[config.mk]
export PLATFORM = sky130hd
export DESIGN_NAME = adder_pipe
export DESIGN_NICKNAME = d
export VERILOG_FILES = /design/src/rtl/adder_pipe.sv
export SDC_FILE = /design/constraint.sdc
export NUM_CORES = 1
export LEC_CHECK = 0
export BUFFER_PORTS_ARGS = -buffer_cell sky130_fd_sc_hd__buf_2
export CORE_ASPECT_RATIO = 1.75
export CORE_MARGIN = 3
export CORE_UTILIZATION = 50
export DETAILED_ROUTE_END_ITERATION = 12
export PLACE_DENSITY = 0.8
export SYNTH_ARGS = -nofsm -noshare
export SYNTH_HDL_FRONTEND = slang
export SYNTH_SLANG_ARGS = --single-unit
[constraint.sdc]
create_clock -name clk -period 6.25 [get_ports clk]
set_clock_uncertainty 0.15 [all_clocks]
set_input_delay 0.625 -clock clk [delete_from_list [all_inputs] [get_ports clk]]
set_output_delay 0.625 -clock clk [all_outputs]
set_load 0.03 [all_outputs]
[src/rtl/adder_pipe.sv]
// rtl/adder_pipe.sv - pipelined chunked two's-complement add/subtract with saturation and flags
// One STAGE_W-bit chunk is resolved per stage; the last chunk resolves straight into the output register.
module adder_pipe #(
  parameter int WIDTH   = 16,
  parameter int STAGE_W = 4
) (
  input  logic             clk,
  input  logic             rst,
  input  logic             in_valid,
  output logic             in_ready,
  input  logic [WIDTH-1:0] a,
  input  logic [WIDTH-1:0] b,
  input  logic             sub,
  input  logic             sat,
  output logic             out_valid,
  input  logic             out_ready,
  output logic [WIDTH-1:0] sum,
  output logic             cout,
  output logic             ovf,
  output logic             zero,
  output logic             neg
);
  localparam int STAGES = WIDTH / STAGE_W;
  localparam int LO     = (STAGES - 1) * STAGE_W;

  if (STAGE_W < 1 || WIDTH < 2 || (WIDTH % STAGE_W) != 0) begin : g_bad_params
    $error("adder_pipe: WIDTH must be >= 2 and a multiple of STAGE_W");
  end

  // bp is the already-conditioned operand B' and cy the carry into the next unresolved chunk,
  // so subtract mode is fully folded in at the first stage.
  typedef struct packed {
    logic             vld;
    logic             sat;
    logic [WIDTH-1:0] a;
    logic [WIDTH-1:0] bp;
    logic [WIDTH-1:0] ps;
    logic             cy;
  } beat_t;

  function automatic logic [STAGE_W:0] chunk_add(input beat_t bt, input int c);
    return {1'b0, bt.a[c*STAGE_W +: STAGE_W]} + {1'b0, bt.bp[c*STAGE_W +: STAGE_W]}
           + (STAGE_W+1)'(bt.cy);
  endfunction

  logic advance;
  logic out_valid_q;

  assign advance  = !out_valid_q || out_ready;
  assign in_ready = advance;

  beat_t [STAGES-1:0] stg_in;

  assign stg_in[0] = {in_valid, sat, a, (sub ? ~b : b), {WIDTH{1'b0}}, sub};

  for (genvar k = 1; k < STAGES; k++) begin : g_stage
    beat_t beat_d;
    beat_t beat_q;

    always_comb begin
      beat_d = stg_in[k-1];
      {beat_d.cy, beat_d.ps[(k-1)*STAGE_W +: STAGE_W]} = chunk_add(stg_in[k-1], k - 1);
    end

    always_ff @(posedge clk or posedge rst) begin
      if (rst) begin
        beat_q <= '0;
      end else if (advance) begin
        beat_q <= beat_d;
      end
    end

    assign stg_in[k] = beat_q;
  end

  beat_t            last;
  logic [STAGE_W:0] fin_chunk;
  logic [WIDTH-1:0] raw;
  logic [WIDTH-1:0] fin_sum;
  logic             raw_ovf;

  assign last      = stg_in[STAGES-1];
  assign fin_chunk = chunk_add(last, STAGES - 1);

  always_comb begin
    raw                  = last.ps;
    raw[LO +: STAGE_W]   = fin_chunk[STAGE_W-1:0];
    raw_ovf              = (last.a[WIDTH-1] == last.bp[WIDTH-1]) && (raw[WIDTH-1] != last.a[WIDTH-1]);
    fin_sum              = raw;
    if (last.sat && raw_ovf) begin
      fin_sum = last.a[WIDTH-1] ? {1'b1, {(WIDTH-1){1'b0}}} : {1'b0, {(WIDTH-1){1'b1}}};
    end
  end

  logic [WIDTH-1:0] sum_q;
  logic             cout_q;
  logic             ovf_q;
  logic             zero_q;
  logic             neg_q;

  // Result fields only load on a valid beat so they keep their reset/last value across bubbles.
  always_ff @(posedge clk or posedge rst) begin
    if (rst) begin
      out_valid_q <= 1'b0;
      sum_q       <= '0;
      cout_q      <= 1'b0;
      ovf_q       <= 1'b0;
      zero_q      <= 1'b0;
      neg_q       <= 1'b0;
    end else if (advance) begin
      out_valid_q <= last.vld;
      if (last.vld) begin
        sum_q  <= fin_sum;
        cout_q <= fin_chunk[STAGE_W];
        ovf_q  <= raw_ovf;
        zero_q <= (fin_sum == '0);
        neg_q  <= fin_sum[WIDTH-1];
      end
    end
  end

  assign out_valid = out_valid_q;
  assign sum       = sum_q;
  assign cout      = cout_q;
  assign ovf       = ovf_q;
  assign zero      = zero_q;
  assign neg       = neg_q;

endmodule

==> results of run 1 <==
-- sequential cells by signal, indices dropped and copies added (netlist names) --
| name | flops |
|---|---|
| ovf | 1 |
| cout | 1 |
| zero | 1 |
| out_valid | 1 |
| g_stage.beat_q | 81 |
| sum | 16 |
-- worst min-delay path by stage --
| stage | start | end | slack, ns |
|---|---|---|---|
| after floorplan | g_stage[1].beat_q[2]$_DFFE_PP0N_ | g_stage[1].beat_q[2]$_DFFE_PP0N_ | 0.29 |
| after global placement | g_stage[2].beat_q[6]$_DFFE_PP0N_ | g_stage[2].beat_q[6]$_DFFE_PP0N_ | 0.30 |
| final | rst | g_stage[1].beat_q[37]$_DFFE_PP0N_ | 0.19 |
| after CTS | rst | g_stage[1].beat_q[37]$_DFFE_PP0N_ | 0.21 |
| after global routing | rst | g_stage[1].beat_q[37]$_DFFE_PP0N_ | 0.23 |
| after detailed placement | g_stage[1].beat_q[50]$_DFFE_PP0N_ | g_stage[1].beat_q[50]$_DFFE_PP0N_ | 0.31 |
-- worst reg2reg max path, stage by stage, from the launching register on --
cell and delay (ns):
dfrtp_1 0.37, nor2b_4 0.12, buf_4 0.35, inv_2 0.68, and2_1 0.63, nand3_2 0.36
o221a_1 0.22
-- cell type report --
| cell class | instances | area share [%] |
|---|---|---|
| Inverter | 18 | 1.33 |
| Clock inverter | 4 | 0.426 |
| Timing Repair Buffer | 62 | 6.02 |
| Multi-Input combinational cell | 334 | 36.7 |
| Tap cell | 120 | 2.84 |
| Clock buffer | 12 | 4.86 |
| Sequential cell | 101 | 47.9 |
-- stage by stage --
| step | total power (uW) | instances | instance area [um2] | util (%) |
|---|---|---|---|---|
| 2_1_floorplan | 2000 | 479 | 4670 | - |
| 3_3_place_gp | 2200 | 635 | 5000 | 55.0 |
| 3_5_place_dp | 2260 | 635 | 5000 | 55.0 |
| 4_1_cts | 2790 | 651 | 5280 | 58.1 |
| 5_1_grt | 2990 | 651 | 5280 | 58.1 |
| 6_report | 2760 | 651 | 5280 | 58.1 |
-- placed cells by master (no fill, tap or decap), drive strengths merged, types with 3 or more instances in the layout --
cell     count
nor2         8
ha          12
xor2         5
clkbuf      12
nor2b        5
o2bb2ai      3
inv         18
a21boi       3
o31ai        4
nor4         3
a21oi       11
nand2      189
xnor2       16
buf         62
dfrtp      101
fa           7
o221a       11
a211oi       3
o21ai       30
a21o         3
clkinv       3
-- power breakdown --
| group | internal, uW | leakage [uW] | switching [uW] |
|---|---|---|---|
| sequential | 940 | 0.00121 | 185 |
| combinational | 437 | 0.00126 | 686 |
| clock | 289 | 0.000138 | 222 |
-- metal layers --
metal | vias up | share of wire [%] | track usage, %
li1 | 1658 | - | -
met2 | 71 | 52 | 29.8
met5 | - | 0 | 0
met1 | 1568 | 40 | 20.7
met4 | 0 | 4.1 | 9.56
met3 | 27 | 3.3 | 3.09
-- cells by family after synthesis --
family	Yosys count	synth area share, %
simple gates	217	19.0
compound gates	75	11.7
flops	101	54.1
mux	2	0.562
fa+ha+maj	19	6.21
xor+xnor	21	3.94
buf+inv	44	4.58
-- cells in the mapped netlist (all sizes together), types with 3 or more instances --
cell	instances	area share, %
xnor2	16	3.0
nor2b	5	0.72
nor4	3	0.40
clkbuf	9	0.72
a21boi	3	0.48
fa	7	3.0
nand2	189	15
ha	12	3.2
buf	17	2.4
a21o	3	0.48
o221a	11	2.7
inv	18	1.4
nor2	8	0.64
o31ai	4	0.94
xor2	5	0.94
o2bb2ai	3	0.56
a211oi	3	0.48
o21ai	30	3.2
dfrtp	101	54
a21oi	11	1.3
==> impl_metrics.py, run 1 <==
metrics = {
    "timing": {
        "final_max_slew_viol_count": 0,
        "tightestPinTransition_ns": 0.812,
        "setup_slack_ns": 2.86,
        "relSlewSlack_pct": 45.9,
        "fmax_mhz": 295,
        "final.setup.tns_ns": 0,
        "holdWs_ns": 0.191,
        "setup_violations": 0,
        "period_needed_ns": 3.39,
        "hold_violations": 0,
        "rsz0062_at_grt": "false",
        "post-route-period-util_pct": 54.3,
    },
    "setup_path": {
        "worst-setup-path-type": "in2out",
        "cp.required_ns": 5.47,
        "cp.buffers_inverters": 5,
        "worst-path-stages": 6,
        "r2r_start": "out_valid$_DFFE_PP0N_",
        "crit_path_end_kind": "output port",
        "cpMaxStageDelayCell": "buf_4",
        "startpoint_type": "input pin",
        "cp.arrival_ns": 2.62,
        "r2r_setup_slack_ns": 3.25,
        "r2r_end": "sum[6]$_DFFE_PP0P_",
        "ff2ff_path_depth": 6,
        "crit_family": "buffers and inverters",
        "cpPeakStageDelay_ns": 0.63,
        "crit_chain": "buf_2, nor2b_4, buf_4, inv_2, buf_4, buf_2",
        "startpoint": "out_ready",
        "worstSetupEndpoint": "in_ready",
        "worst-path-max-fanout": 89,
    },
    "detailed_routing": {
        "ant_nets": 0,
        "dr.first_iter.drc_count": 168,
        "wl_mm": 8.64,
        "via_per_inst": 5.11,
        "dr.pass1.iters": 4,
        "num_vias": 3324,
        "drcViolationCount": 0,
        "wl_per_cell_um": 13.3,
    },
    "finish": {
        "area_delta_synth_final_pct": 13.0,
        "antenna_cells": 0,
        "fill_cells": 848,
        "ff_latch_area_um2": 2530,
        "nets": 583,
        "drive_above_1_share_pct": 16.8,
        "multi_input_area_um2": 1940,
    },
    "yosys": {
        "synth_cell_types": 44,
        "synth_edf_count": 0,
        "seq_area_frac_synth_pct": 54.1,
        "yosys_warnings": 0,
        "avgSynthCellArea_um2": 9.76,
        "synth_flop_cell": "dfrtp_1",
        "ys_ff_latch": 101,
        "syn_area_um2": 4670,
        "syn_inst": 479,
        "syn-num-nets": 536,
        "async_flop_share_pct": 100,
    },
    "placement": {
        "routabilityCongestion": 0.806,
        "dpl_worst_slack_ns": 2.88,
        "dpl.hpwl_mm": 6.23,
        "io_buffers": 59,
    },
    "clock_network": {
        "cts_max_level": 3,
        "cts_resized": 0,
        "clk_latency_ns": 0.34,
        "cts_hold_buffers": 0,
        "cts_buffer_depth": 2,
        "cts_tree": "built",
        "clk_pin_slew_ns": 0.06,
        "clkSinkCount": 101,
        "post_cts_buffers": 0,
        "cts_made_buffers": 9,
        "cts-root-buf": "clkbuf_16",
    },
    "die": {
        "die_area_um2": 10600,
        "die_w_um": 79.1,
        "die_y_um": 134,
        "coreArea_um2": 9090,
        "num_rows": 46,
        "io_pins": 60,
        "start_util_pct": 51.4,
    },
    "status": {
        "status": "finished, final reports clean",
    },
    "grt": {
        "antenna_found_initial": 0,
        "grt_use_total_pct": 17.5,
        "grt_pass1_wl_mm": 14.8,
        "grt_max_degree": 90,
        "overflow": 0,
        "grt_pass1_vias": 3329,
    },
    "power_and_ir_drop": {
        "vdd_ir_drop_max_uv": 230,
        "p_per_area_nw_per_um2": 523,
        "power_leakage_uw": 0.00261,
    },
    "worst_hold_path": {
        "hp-class": "in2async",
    },
    "job": {
        "cap_violations": 0,
    },
}
No activity file was read; power rests on OpenSTA's default activity.
==> run 2: changes to the inputs <==
--- a/config.mk
+++ b/config.mk
@@ -5,12 +5,13 @@
 export SDC_FILE = /design/constraint.sdc
 export NUM_CORES = 1
 export LEC_CHECK = 0
+export ABC_AREA = 1
 export BUFFER_PORTS_ARGS = -buffer_cell sky130_fd_sc_hd__buf_2
 export CORE_ASPECT_RATIO = 1.75
 export CORE_MARGIN = 3
 export CORE_UTILIZATION = 50
 export DETAILED_ROUTE_END_ITERATION = 12
-export PLACE_DENSITY = 0.8
+export PLACE_DENSITY = 0.83
 export SYNTH_ARGS = -nofsm -noshare
 export SYNTH_HDL_FRONTEND = slang
 export SYNTH_SLANG_ARGS = --single-unit
==> constraint.sdc (replaced) <==
create_clock -name clk -period 2.9 [get_ports clk]
set_clock_uncertainty 0.15 [all_clocks]
set_input_delay 0.29 -clock clk [delete_from_list [all_inputs] [get_ports clk]]
set_output_delay 0.29 -clock clk [all_outputs]
set_load 0.03 [all_outputs]
==> run 2 against run 1 <==
  * First-iteration DRC count grew 17%
  * Critical path depth grew 4
  * Total power grew 120%
  * Via count grew 2.6%
  * Largest power group is now combinational cells
==> impl_metrics.py, run 2 <==
metrics = {
    "timing": {
        "relSlewSlack_pct": 51.4,
        "setup_violations": 0,
        "period_needed_ns": 2.22,
        "final.setup.tns_ns": 0,
        "tightestPinTransition_ns": 0.729,
        "rsz0062_at_grt": "false",
        "post-route-period-util_pct": 76.7,
        "final_max_slew_viol_count": 0,
        "setup_slack_ns": 0.676,
        "hold_violations": 0,
        "fmax_mhz": 450,
    },
    "yosys": {
        "synth_edf_count": 0,
        "synth.most_common_cell": "nand2_1",
        "syn_inst": 505,
        "synth_top_area_share_pct": 54.9,
        "synth_flop_cell": "dfrtp_1",
        "avgSynthCellArea_um2": 9.12,
        "synth_area_leaders": "dfrtp_1, nand2_1, o21ai_0",
        "synth_cell_types": 32,
        "yosys_warnings": 0,
        "syn_area_um2": 4600,
        "syn-num-nets": 562,
        "yosys.area.top_type": "dfrtp_1",
        "async_flop_share_pct": 100,
        "ys_ff_latch": 101,
        "synth_commonest_cells": "nand2_1, dfrtp_1, o21ai_0, inv_1, nor2_1",
        "seq_area_frac_synth_pct": 54.9,
    },
    "grt": {
        "antenna_found_initial": 0,
        "grt_max_degree": 88,
        "grt_pass1_wl_mm": 14.8,
        "grt_pass1_vias": 3413,
        "overflow": 0,
        "grt_use_total_pct": 17.8,
    },
    "placement": {
        "dpl.hpwl_mm": 6.11,
        "io_buffers": 59,
        "routabilityCongestion": 0.878,
        "place_inst": 663,
        "dpl_worst_slack_ns": 0.746,
    },
    "power_and_ir_drop": {
        "p_per_area_nw_per_um2": 1130,
        "power_leakage_uw": 0.00270,
        "vdd_ir_drop_max_uv": 523,
    },
    "setup_path": {
        "crit_chain": "fa_1, nand2_1, nand2_1, nand3_2, nand4_4, nand2_1, nand2_1, nor2_1, nand3_1, o21bai_2",
        "worst-setup-path-type": "reg2reg",
        "cpPeakStageDelay_ns": 0.50,
        "cp.arrival_ns": 2.34,
        "cpMaxStageDelayCell": "fa_1",
        "crit_path_end_kind": "flop",
        "startpoint_type": "flop",
        "worst-path-max-fanout": 18,
        "cp.required_ns": 3.01,
        "path_common_cell": "nand2_1",
    },
    "clock_network": {
        "cts_buffer_depth": 2,
        "cts_max_level": 3,
        "cts_resized": 0,
        "clk_pin_slew_ns": 0.06,
        "cts_tree": "built",
        "cts_made_buffers": 9,
        "cts_hold_buffers": 7,
        "clkSinkCount": 101,
        "clk_latency_ns": 0.34,
        "post_cts_buffers": 0,
        "cts-root-buf": "clkbuf_16",
    },
    "die": {
        "die_y_um": 133,
        "coreArea_um2": 8840,
        "io_pins": 60,
        "die_area_um2": 10400,
        "die_w_um": 78.5,
        "start_util_pct": 52.1,
        "num_rows": 45,
    },
    "finish": {
        "top_register": "g_stage.beat_q",
        "antenna_cells": 0,
        "area_delta_synth_final_pct": 16.2,
        "final_cell_mix": "nand2_1, dfrtp_1, buf_2, o21ai_0, inv_1",
        "post-route-util_pct": 60.5,
        "largest_reg_flops": 81,
        "drive_above_1_share_pct": 16.0,
        "final_cells": 685,
        "layout_commonest_cell": "nand2_1",
        "nets": 621,
    },
    "detailed_routing": {
        "dr.first_iter.drc_count": 196,
        "num_vias": 3410,
        "wl_mm": 8.44,
        "dr.pass1.iters": 4,
        "wl_per_cell_um": 12.3,
        "drcViolationCount": 0,
        "via_per_inst": 4.98,
        "ant_nets": 0,
    },
    "worst_hold_path": {
        "hp-class": "in2reg",
    },
    "job": {
        "cap_violations": 0,
    },
    "status": {
        "status": "finished, final reports clean",
    },
}
run 2: metrics by stage:
step	cell area, um2	total power, uW	hold slack, ns
finish	5350	6050	0.00387
global route	5350	6580	0.00413
CTS	5350	6100	0.000582
detailed placement	4990	4890	0.263
global placement	4990	4770	0.256
floorplan	4610	4290	0.250
run 2: worst paths after layout:
check,from,end,slack (ns),cells past startpoint
worst max-delay path,g_stage[3].beat_q[0]$_DFFE_PP0N_,zero$_DFFE_PP0P_,0.68,10
worst min-delay path,a[6],g_stage[1].beat_q[39]$_DFFE_PP0N_,0.004,3
worst max register to register,g_stage[3].beat_q[0]$_DFFE_PP0N_,zero$_DFFE_PP0P_,0.68,10
worst min register to register,g_stage[2].beat_q[32]$_DFFE_PP0N_,g_stage[3].beat_q[32]$_DFFE_PP0N_,0.32,2
max in group asynchronous,rst,g_stage[1].beat_q[46]$_DFFE_PP0N_,1.53,4
min in group asynchronous,rst,g_stage[2].beat_q[2]$_DFFE_PP0N_,0.44,3
run 2: worst max-delay path, delay by kind of cell, from the launching register on:
kind | cells | cell delay (ns)
AOI/OAI and AO/OA | 1 | 0.13
and+or+nand+nor | 8 | 0.97
adders and majority gates | 1 | 0.50
DFF | 1 | 0.40
run 2: layout make-up:
| class | instances | area, um2 |
|---|---|---|
| fill | 756 | 3490 |
| sequential | 101 | 2530 |
| multi-input combinational | 338 | 1800 |
| timing repair buffer | 72 | 423 |
| clock buffer | 14 | 264 |
| inverter | 42 | 161 |
| tap | 117 | 146 |
| clock inverter | 1 | 30.0 |
run 2: routing by layer:
metal  track usage (%)  share of wire, %  up-vias
li1                  -                 -     1709
met2              30.2                53       83
met5                 0                 0        -
met1              20.9                41     1596
met3              3.54               3.4       22
met4              9.63               3.3        0
run 2: cell families after synthesis:
family          synth area share [%]
compound gates                  9.92
xor+xnor                        3.62
fa+ha+maj                       6.31
buf+inv                         6.03
flops                           54.9
simple gates                    19.2
run 2: power breakdown:
| group | switching (uW) | leakage, uW | internal, uW |
|---|---|---|---|
| clock network | 460 | 0.000143 | 712 |
| registers | 349 | 0.00121 | 2030 |
| logic | 1630 | 0.00135 | 865 |
| total | 2440 | 0.00270 | 3610 |
==> run 3: changes to the inputs <==
--- a/config.mk
+++ b/config.mk
@@ -5,13 +5,13 @@
 export SDC_FILE = /design/constraint.sdc
 export NUM_CORES = 1
 export LEC_CHECK = 0
-export ABC_AREA = 1
+export ABC_AREA = 0
 export BUFFER_PORTS_ARGS = -buffer_cell sky130_fd_sc_hd__buf_2
 export CORE_ASPECT_RATIO = 1.75
 export CORE_MARGIN = 3
 export CORE_UTILIZATION = 50
 export DETAILED_ROUTE_END_ITERATION = 12
-export PLACE_DENSITY = 0.83
+export PLACE_DENSITY = 0.8
 export SYNTH_ARGS = -nofsm -noshare
 export SYNTH_HDL_FRONTEND = slang
 export SYNTH_SLANG_ARGS = --single-unit
==> constraint.sdc (replaced) <==
create_clock -name clk -period 2.2 [get_ports clk]
set_clock_uncertainty 0.15 [all_clocks]
set_input_delay 0.22 -clock clk [delete_from_list [all_inputs] [get_ports clk]]
set_output_delay 0.22 -clock clk [all_outputs]
set_load 0.03 [all_outputs]
==> run 3 against run 2 <==
  * Sequential share of layout area fell by 1.5 points
  * Non-clock buffer count increased by 9
  * Via count up 0.12%
  * Global-route usage increased by 0.52 points
  * Count of clock-buffer cells in the layout shrank 1
  * Total power grew 33%
  * Sequential power up 33%
  * Register-to-register slack got worse by 0.59 ns
  * Worst setup slack worse by 0.59 ns
  * Clock power increased by 38%
  * Critical endpoint is now sum[3]$_DFFE_PP0P_
  * Largest cell class unchanged
==> impl_metrics.py, run 3 (synthesis results as in run 1) <==
metrics = {
    "setup_path": {
        "crit_family": "compound AO/OA/AOI/OAI gates",
        "cp.buffers_inverters": 0,
        "ff2ff_path_depth": 5,
        "crit_path_end_kind": "flop",
        "path_common_cell": "a21oi_2",
        "worst-setup-path-type": "reg2reg",
        "r2r_setup_slack_ns": 0.09,
        "worst-path-stages": 5,
        "worst-path-max-fanout": 11,
        "r2r_start": "g_stage[3].beat_q[31]$_DFFE_PP0N_",
        "cp.required_ns": 2.32,
        "startpoint_type": "flop",
        "cpPeakStageDelay_ns": 0.43,
        "cp.arrival_ns": 2.24,
        "cpMaxStageDelayCell": "o31ai_4",
        "r2r_end": "sum[3]$_DFFE_PP0P_",
        "crit_chain": "ha_1, a21oi_2, a21oi_2, o31ai_4, o221a_1",
    },
    "detailed_routing": {
        "wl_per_cell_um": 13.4,
        "highest_layer": "met4",
        "wl_mm": 8.95,
        "num_vias": 3414,
        "wl_met3_um": 266,
        "met1_length_mm": 3.55,
        "drcViolationCount": 0,
        "wl_met2_mm": 4.91,
        "dr.pass1.iters": 4,
        "via_per_inst": 5.10,
        "dr.first_iter.drc_count": 154,
        "ant_nets": 0,
    },
    "job": {
        "cap_violations": 0,
    },
    "timing": {
        "period_needed_ns": 2.11,
        "holdWs_ns": 0.0137,
        "tightestPinTransition_ns": 0.797,
        "fmax_mhz": 473,
        "hold_violations": 0,
        "final.setup.tns_ns": 0,
        "relSlewSlack_pct": 46.9,
        "post-route-period-util_pct": 96.1,
        "final_max_slew_viol_count": 0,
        "setup_slack_ns": 0.0851,
        "setup_violations": 0,
        "rsz0062_at_grt": "true",
    },
    "power_and_ir_drop": {
        "swShare_pct": 38.7,
        "power_leakage_uw": 0.00271,
        "p_per_area_nw_per_um2": 1460,
        "p_seq_share_pct": 39.3,
        "pwr-share-comb_pct": 40.7,
        "switchingPower_uw": 3120,
        "p_clk_share_pct": 20.0,
        "vdd_ir_drop_max_uv": 666,
        "power.internal_uw": 4940,
    },
    "clock_network": {
        "clkSinkCount": 101,
        "cts_made_buffers": 9,
        "cts_tree": "built",
        "cts_buffer_depth": 2,
        "clk_latency_ns": 0.34,
        "cts_resized": 0,
        "cts_max_level": 3,
        "clk_pin_slew_ns": 0.06,
        "cts-root-buf": "clkbuf_16",
    },
    "finish": {
        "fill_cells": 769,
        "nets": 602,
        "final_cells": 670,
        "final_cell_mix": "nand2_1, dfrtp_1, buf_2, o21ai_0",
        "drive_above_1_share_pct": 16.9,
        "layout_commonest_cell": "nand2_1",
        "area_delta_synth_final_pct": 18.2,
        "top_register": "g_stage.beat_q",
        "largest_reg_flops": 81,
        "antenna_cells": 0,
        "post-route-util_pct": 60.7,
    },
    "die": {
        "num_rows": 46,
        "die_area_um2": 10600,
        "die_y_um": 134,
        "coreArea_um2": 9090,
        "io_pins": 60,
        "die_w_um": 79.1,
        "start_util_pct": 51.4,
    },
    "grt": {
        "grt_pass1_wl_mm": 15.4,
        "grt_pass1_vias": 3549,
        "grt_max_degree": 89,
        "overflow": 0,
        "antenna_found_initial": 0,
        "grt_use_total_pct": 18.3,
    },
    "status": {
        "status": "finished, final reports clean",
    },
    "worst_hold_path": {
        "hp-class": "in2reg",
        "hold_depth": 3,
        "holdPathEnd": "g_stage[1].beat_q[23]$_DFFE_PP0N_",
        "min-delay-start": "b[6]",
    },
    "placement": {
        "dpl.hpwl_mm": 6.47,
        "dpl_worst_slack_ns": 0.0736,
        "routabilityCongestion": 0.804,
        "io_buffers": 59,
        "place_inst": 639,
    },
}
run 3: cell count changes in the layout (fill, tap and decap cells not counted), sizes merged, moves of 5 or more:
cell / previous run / this run
nor2: 33 / 8
o21ai: 55 / 30
inv: 41 / 17
nand2: 170 / 189
o221a: 0 / 11
a21oi: 19 / 11
dlygate4sd3: 7 / 15
nand3: 9 / 2
nor2b: 0 / 5
run 3: power by group through the flow:
stage	clock network (uW)	registers (uW)	logic (uW)
2_1_floorplan	0	3410	2260
3_5_place_dp	0	3210	3260
6_report	1610	3170	3280
4_1_cts	1640	3180	3310
5_1_grt	1700	3280	3730
3_3_place_gp	0	3170	3110
run 3: worst min-delay path, cell delays in order:
cell	delay, ns
buf_2	0.08
xnor2_1	0.10
o21ai_0	0.06
run 3: what timing repair did:
| item | in CTS | in global routing |
|---|---|---|
| hold buffers | 15 | 0 |
| endpoints found under the hold margin | 35 | 0 |
| setup buffers | 0 | 0 |
| endpoints found under the setup margin | 0 | 12 |
run 3: cell type report:
class | count | area (um2) | share of cell area [%]
sequential | 101 | 2530 | 45.8
multi-input combinational | 334 | 1940 | 35.1
timing repair buffer | 81 | 523 | 9.47
clock buffer | 13 | 270 | 4.89
tap | 120 | 150 | 2.72
inverter | 18 | 71.3 | 1.29
clock inverter | 3 | 42.5 | 0.770
run 3: layer usage:
layer | vias to the layer above | track usage [%]
met4 | 0 | 8.32
met2 | 80 | 33.6
met3 | 23 | 3.09
met5 | - | 0
li1 | 1691 | -
met1 | 1620 | 20.3
run 3: how the worst max path moves through the flow:
stage | start | endpoint | slack (ns)
CTS | g_stage[3].beat_q[31]$_DFFE_PP0N_ | sum[3]$_DFFE_PP0P_ | 0.05
global route | g_stage[3].beat_q[0]$_DFFE_PP0N_ | zero$_DFFE_PP0P_ | -0.05
floorplan | sub | g_stage[1].beat_q[4]$_DFFE_PP0N_ | 0.20
global placement | g_stage[3].beat_q[31]$_DFFE_PP0N_ | sum[4]$_DFFE_PP0P_ | 0.19
finish | g_stage[3].beat_q[31]$_DFFE_PP0N_ | sum[3]$_DFFE_PP0P_ | 0.09
detailed placement | g_stage[3].beat_q[31]$_DFFE_PP0N_ | sum[3]$_DFFE_PP0P_ | 0.07
run 3: metrics by stage:
| stage | instance area, um2 | total power, uW |
|---|---|---|
| floorplan | 4680 | 5670 |
| global placement | 5060 | 6280 |
| detailed placement | 5060 | 6470 |
| CTS | 5520 | 8130 |
| global route | 5520 | 8700 |
| finish | 5520 | 8060 |
